$ cat config.mk
export PLATFORM = sky130hd
export DESIGN_NAME = prog_counter
export DESIGN_NICKNAME = d
export VERILOG_FILES = /design/src/rtl/prog_counter_pkg.sv /design/src/rtl/prog_counter_step.sv /design/src/rtl/prog_counter.sv
export SDC_FILE = /design/constraint.sdc
export NUM_CORES = 1
export LEC_CHECK = 0
export ABC_AREA = 1
export CAP_MARGIN = 20
export CORE_AREA = 10 10 54 56
export DETAILED_ROUTE_END_ITERATION = 6
export DIE_AREA = 0 0 64 66
export DONT_BUFFER_PORTS = 1
export PLACE_DENSITY_LB_ADDON = 0.15
export SETUP_SLACK_MARGIN = 0.1
export SLEW_MARGIN = 10
export SYNTH_ARGS = -nofsm -noshare
export SYNTH_HDL_FRONTEND = slang
export SYNTH_SLANG_ARGS = --single-unit
$ cat constraint.sdc
create_clock -name clk -period 1.7 [get_ports clk]
set_input_delay 0.17 -clock clk [delete_from_list [all_inputs] [get_ports clk]]
set_output_delay 0.17 -clock clk [all_outputs]
set_load 0.02 [all_outputs]
$ cat src/rtl/prog_counter_pkg.sv
// Shared definitions for the programmable up/down counter: end-of-range modes
// and the elaboration-time parameter legality check.
package prog_counter_pkg;

    localparam int unsigned MODE_WRAP     = 0;
    localparam int unsigned MODE_SATURATE = 1;
    localparam int unsigned MODE_ONESHOT  = 2;

    // True when the numeric parameter set describes a buildable counter.
    function automatic bit params_legal(
        input int unsigned data_width,
        input int unsigned count_from,
        input int unsigned count_to,
        input int unsigned step,
        input int unsigned mode
    );
        longint unsigned limit;
        if (data_width < 2 || data_width > 32) return 1'b0;
        limit = longint'(1) << data_width;
        if (count_from >= count_to) return 1'b0;
        if (longint'(count_to) >= limit) return 1'b0;
        if (step < 1 || step > (count_to - count_from)) return 1'b0;
        if (mode > MODE_ONESHOT) return 1'b0;
        return 1'b1;
    endfunction

endpackage

$ cat src/rtl/prog_counter_step.sv
// Combinational step unit: proposes the next count and flags a range crossing.
// Arithmetic is one bit wider than the count so an upward step cannot wrap.
module prog_counter_step
    import prog_counter_pkg::*;
#(
    parameter int unsigned DATA_WIDTH = 8,
    parameter int unsigned COUNT_FROM = 0,
    parameter int unsigned COUNT_TO   = 255,
    parameter int unsigned STEP       = 1
) (
    input  logic [DATA_WIDTH-1:0] cnt_i,
    input  logic                  dir_i,
    output logic [DATA_WIDTH-1:0] nxt_o,
    output logic                  cross_o
);

    localparam logic [DATA_WIDTH:0] STEP_X      = (DATA_WIDTH+1)'(STEP);
    localparam logic [DATA_WIDTH:0] FROM_X      = (DATA_WIDTH+1)'(COUNT_FROM);
    localparam logic [DATA_WIDTH:0] TO_X        = (DATA_WIDTH+1)'(COUNT_TO);
    localparam logic [DATA_WIDTH:0] DOWN_LIMIT  = FROM_X + STEP_X;

    logic [DATA_WIDTH:0] cnt_x;
    logic [DATA_WIDTH:0] up_sum;

    // NOTE: every output gets a default before the branches so no latch is inferred.
    always_comb begin
        cnt_x   = {1'b0, cnt_i};
        up_sum  = cnt_x + STEP_X;
        nxt_o   = cnt_i;
        cross_o = 1'b0;
        if (dir_i) begin
            cross_o = (up_sum > TO_X);
            nxt_o   = up_sum[DATA_WIDTH-1:0];
        end else begin
            // Compare before subtracting so the down step never underflows.
            cross_o = (cnt_x < DOWN_LIMIT);
            nxt_o   = cnt_i - STEP_X[DATA_WIDTH-1:0];
        end
    end

endmodule

$ cat src/rtl/prog_counter.sv
// Parametrised up/down counter with programmable bounds, step and end-of-range
// behaviour (wrap, saturate or one-shot), runtime load and terminal-count pulse.
module prog_counter
    import prog_counter_pkg::*;
#(
    parameter string       BLOCK_NAME   = "prog_counter",
    parameter int          X            = 0,
    parameter int          Y            = 0,
    parameter int          DX           = 0,
    parameter int          DY           = 0,
    parameter string       ARCHITECTURE = "BEHAVIORAL",
    parameter int unsigned DATA_WIDTH   = 8,
    parameter int unsigned COUNT_FROM   = 0,
    parameter int unsigned COUNT_TO     = 255,
    parameter int unsigned STEP         = 1,
    parameter int unsigned MODE         = MODE_WRAP
) (
    input  logic                  clk,
    input  logic                  rst,
    input  logic                  en,
    input  logic                  dir,
    input  logic                  load,
    input  logic [DATA_WIDTH-1:0] load_val,
    output logic [DATA_WIDTH-1:0] out,
    output logic                  tc,
    output logic                  done
);

    if (ARCHITECTURE != "BEHAVIORAL") begin : g_bad_arch
        $error("%s at (%0d,%0d,%0d,%0d): unsupported ARCHITECTURE", BLOCK_NAME, X, Y, DX, DY);
    end

    if (!params_legal(DATA_WIDTH, COUNT_FROM, COUNT_TO, STEP, MODE)) begin : g_bad_params
        $error("%s: illegal DATA_WIDTH/COUNT_FROM/COUNT_TO/STEP/MODE combination", BLOCK_NAME);
    end

    localparam logic [DATA_WIDTH-1:0] FROM_V = DATA_WIDTH'(COUNT_FROM);
    localparam logic [DATA_WIDTH-1:0] TO_V   = DATA_WIDTH'(COUNT_TO);

    logic [DATA_WIDTH-1:0] out_q, out_d;
    logic                  tc_q, tc_d;
    logic                  done_q, done_d;

    logic [DATA_WIDTH-1:0] step_nxt;
    logic                  step_cross;
    logic [DATA_WIDTH-1:0] term_val;
    logic [DATA_WIDTH-1:0] wrap_val;
    logic [DATA_WIDTH-1:0] load_clamped;

    prog_counter_step #(
        .DATA_WIDTH (DATA_WIDTH),
        .COUNT_FROM (COUNT_FROM),
        .COUNT_TO   (COUNT_TO),
        .STEP       (STEP)
    ) u_step (
        .cnt_i   (out_q),
        .dir_i   (dir),
        .nxt_o   (step_nxt),
        .cross_o (step_cross)
    );

    // Direction is used live, so a dir flip retargets the bounds on the same edge.
    always_comb begin
        term_val = dir ? TO_V : FROM_V;
        wrap_val = dir ? FROM_V : TO_V;
        if (load_val < FROM_V) begin
            load_clamped = FROM_V;
        end else if (load_val > TO_V) begin
            load_clamped = TO_V;
        end else begin
            load_clamped = load_val;
        end
    end

    always_comb begin
        out_d  = out_q;
        tc_d   = 1'b0;
        done_d = done_q;
        if (load) begin
            out_d  = load_clamped;
            done_d = 1'b0;
        end else if (en && !done_q) begin
            if (!step_cross) begin
                out_d = step_nxt;
            end else begin
                case (MODE)
                    MODE_SATURATE: begin
                        // Sitting at the terminal value already: no new pulse.
                        out_d = term_val;
                        tc_d  = (out_q != term_val);
                    end
                    MODE_ONESHOT: begin
                        out_d  = term_val;
                        tc_d   = 1'b1;
                        done_d = 1'b1;
                    end
                    default: begin
                        out_d = wrap_val;
                        tc_d  = 1'b1;
                    end
                endcase
            end
        end
    end

    // NOTE: state uses non-blocking assignments so all registers update together at the edge.
    always_ff @(posedge clk) begin
        if (!rst) begin
            out_q  <= FROM_V;
            tc_q   <= 1'b0;
            done_q <= 1'b0;
        end else begin
            out_q  <= out_d;
            tc_q   <= tc_d;
            done_q <= done_d;
        end
    end

    assign out  = out_q;
    assign tc   = tc_q;
    assign done = done_q;

endmodule
==> out/qor.csv <==
stage,metric,value,unit
worst_setup_path,critical_path.max_fanout,8,
yosys,yosysTopAreaCell,dfxtp_1,
global_route,overflow,0,
worst_setup_path,crit_buf_inv,1,
global_route,grt_max_degree,12,
placement,place.gp.congestion,0.939,
clock_tree,cts.sinks,9,
global_route,track_usage,11.6,%
clock_tree,clkTransAtPathRegs,0.06,ns
timing,slew_violations,0,
pwr,seqPwrFrac,34.5,%
yosys,ys.flop_type,dfxtp_1,
clock_tree,htree_levels,1,
yosys,synth_area,921,um2
die,die_x,64,um
timing,clock_skew,0.00138,ns
detailed_routing,first_iter_violations,25,
die,io_pins,23,
pwr,irDropWorstVdd,576,uV
worst_setup_path,slowest_stage,dfxtp_1,
yosys,yosysTopAreaCellShare,19.6,%
timing,setup_violations,0,
pwr,p_leak,0.460,nW
worst_setup_path,worst-endpoint-required,1.85,ns
run_status,status,"complete, no violations",
detailed_routing,drc,0,
worst_setup_path,critical_path.top_delay_family,simple AND/OR/NAND/NOR gates,
yosys,syn_inst,147,
global_route,grt_first_pass_wirelength,4.00,mm
die,coreArea,1900,um2
worst_setup_path,cp.arrival,1.80,ns
finish,diodes,0,
timing,fmax,0.607,GHz
detailed_routing,dr.pass1.iters,4,
yosys,ys_warn_count,0,
die,dieArea,4220,um2
pwr,combPwrFrac,42.6,%
worst_setup_path,cpPeakStageDelay,0.54,ns
die,fp-row-count,16,
pwr,p_per_area,683,nW/um2
detailed_routing,drt.antenna.violating_nets,0,
detailed_routing,via_per_inst,5.13,
pwr,swShare,40.6,%
worst_setup_path,critical_path.cell_chain,"nand3_1, o21ai_1, nand2_1, nor2_2, nand3_4, nand2_4, inv_4, o21ai_2, a21oi_2",
pwr,p_total,755,uW
global_route,antenna_found_initial,0,
yosys,synthArstFlopShare,0,%
worst_setup_path,end_kind,flop,
timing,min_period,1.65,ns
worst_setup_path,critPathLaunchType,flop,
timing,finalHoldViolCount,0,
yosys,yosysMostFrequentCell,nand2_1,
clock_tree,clkLatencyLatePin,0.27,ns
timing,timing.final.crit_share,96.8,%
worst_setup_path,path_class,reg -> reg,
placement,post-dp-hpwl,1.95,mm
yosys,synth-edff-count,0,
clock_tree,cts_buffers,3,
yosys,ys_ff_latch,9,
worst_hold_path,hp-class,in -> reg,
finish,drive_above_1_share,30.4,%
finish,fin_util,58.1,%
yosys,yosysSeqAreaShare,19.6,%
pwr,p_switching,306,uW
clock_tree,cts_tree,yes,
die,die_h,66,um
job,cap_violations,0,
timing,rsz0062_at_grt,yes,
finish,nets,175,
yosys,synth_commonest_cells,"34 x nand2_1, 20 x nor2_1, 14 x a21oi_1, 13 x nand3_1, 11 x inv_1",
clock_tree,cts_buffer_depth,2,
detailed_routing,routedWlPerCell,13.3,um
pwr,p_int,449,uW
die,initial_core_util,48.4,%
finish,area_growth,20.0,%
placement,portBuffers,0,
detailed_routing,routed_wl,2.46,mm
global_route,grt_pass1_vias,902,
pwr,clkPwrFrac,22.9,%
detailed_routing,via_count,949,
yosys,ys_top_cells_by_area,"dfxtp_1 20%, nand2_1 14%, nor2_1 8.2%, a21oi_1 7.6%, nand3_1 7.1%",
clock_tree,cts_setup_buffers,0,
yosys,syn_avg_cell_area,6.26,um2
yosys,synth_fp_nets,163,
yosys,synth.distinct_cells,28,
clock_tree,clockRootBuffer,clkbuf_4,
power by group through the flow:
stage	sequential, mW	clock, mW	combinational (mW)
3_5_place_dp	0.264	0	0.292
5_1_grt	0.264	0.184	0.357
6_report	0.261	0.173	0.321
4_1_cts	0.260	0.176	0.314
3_3_place_gp	0.262	0	0.292
2_1_floorplan	0.279	0	0.209
through the flow:
stage | setup TNS (ns) | cells | setup WS (ns) | instance area, um2 | hold slack, ns
floorplan | 0 | 147 | 0.101 | 923 | 0.240
finish | 0 | 185 | 0.0539 | 1100 | 0.0319
detailed placement | 0 | 180 | 0.0212 | 1000 | 0.243
global route | -0.939 | 185 | -0.130 | 1100 | 0.0447
CTS | 0 | 185 | 0.0161 | 1080 | 0.0339
global placement | 0 | 180 | 0.0189 | 1000 | 0.243
layout make-up:
type                            instances  area [um2]
Sequential cell                         9         188
Clock buffer                            4        26.3
Timing Repair Buffer                   12        96.3
Inverter                               15        58.8
Fill cell                             190         797
Multi-Input combinational cell        118         702
Tap cell                               27        33.8
sequential cells by signal (all words and copies together), names as in the netlist:
signal and count:
tc 1, out 8
placed cells by master (no fill, tap or decap), drive strengths merged:
cell,count
nand2,40
nor2,28
a21oi,15
inv,15
nand3,14
buf,11
dfxtp,9
o21ai,7
clkbuf,4
o221ai,3
ha,3
xnor2,2
xor2,1
nor3,1
nor4,1
a31oi,1
a22oi,1
conb,1
dlygate4sd3,1
kinds of logic (layout without fill, tap and decap cells):
group           after synthesis  count (layout)  share of synthesized area, %
simple gates                 84              84                          45.0
compound gates               27              27                          17.9
buf+inv                      20              31                          10.2
flops                         9               9                          19.6
fa+ha+maj                     3               3                          4.08
xor+xnor                      3               3                          2.85
other cells                   1               1                         0.407
timing repair:
item                                   4_1_cts  5_1_grt
pin swaps                                    5        7
setup endpoints to repair                    9        9
resized for setup                            8        6
hold buffers                                 1        0
gates cloned                                 0        0
endpoints found under the hold margin        1        0
per-layer routing:
metal,global-route usage (%),up-vias,part of all wire (%)
li1,-,501,-
met1,13.1,421,44
met2,18.9,22,48
met3,3.90,5,6.7
met4,6.01,0,1.7
met5,0,-,0
worst paths after layout:
path	start	to	slack, ns	cells past startpoint
setup / recovery	out[3]$_SDFFE_PN0P_	out[5]$_SDFFE_PN0P_	0.05	9
hold / removal	rst	out[7]$_SDFFE_PN0P_	0.03	2
setup reg to reg	out[3]$_SDFFE_PN0P_	out[5]$_SDFFE_PN0P_	0.05	9
hold reg to reg	out[7]$_SDFFE_PN0P_	out[7]$_SDFFE_PN0P_	0.57	2
(Power assumes the default switching activity.)
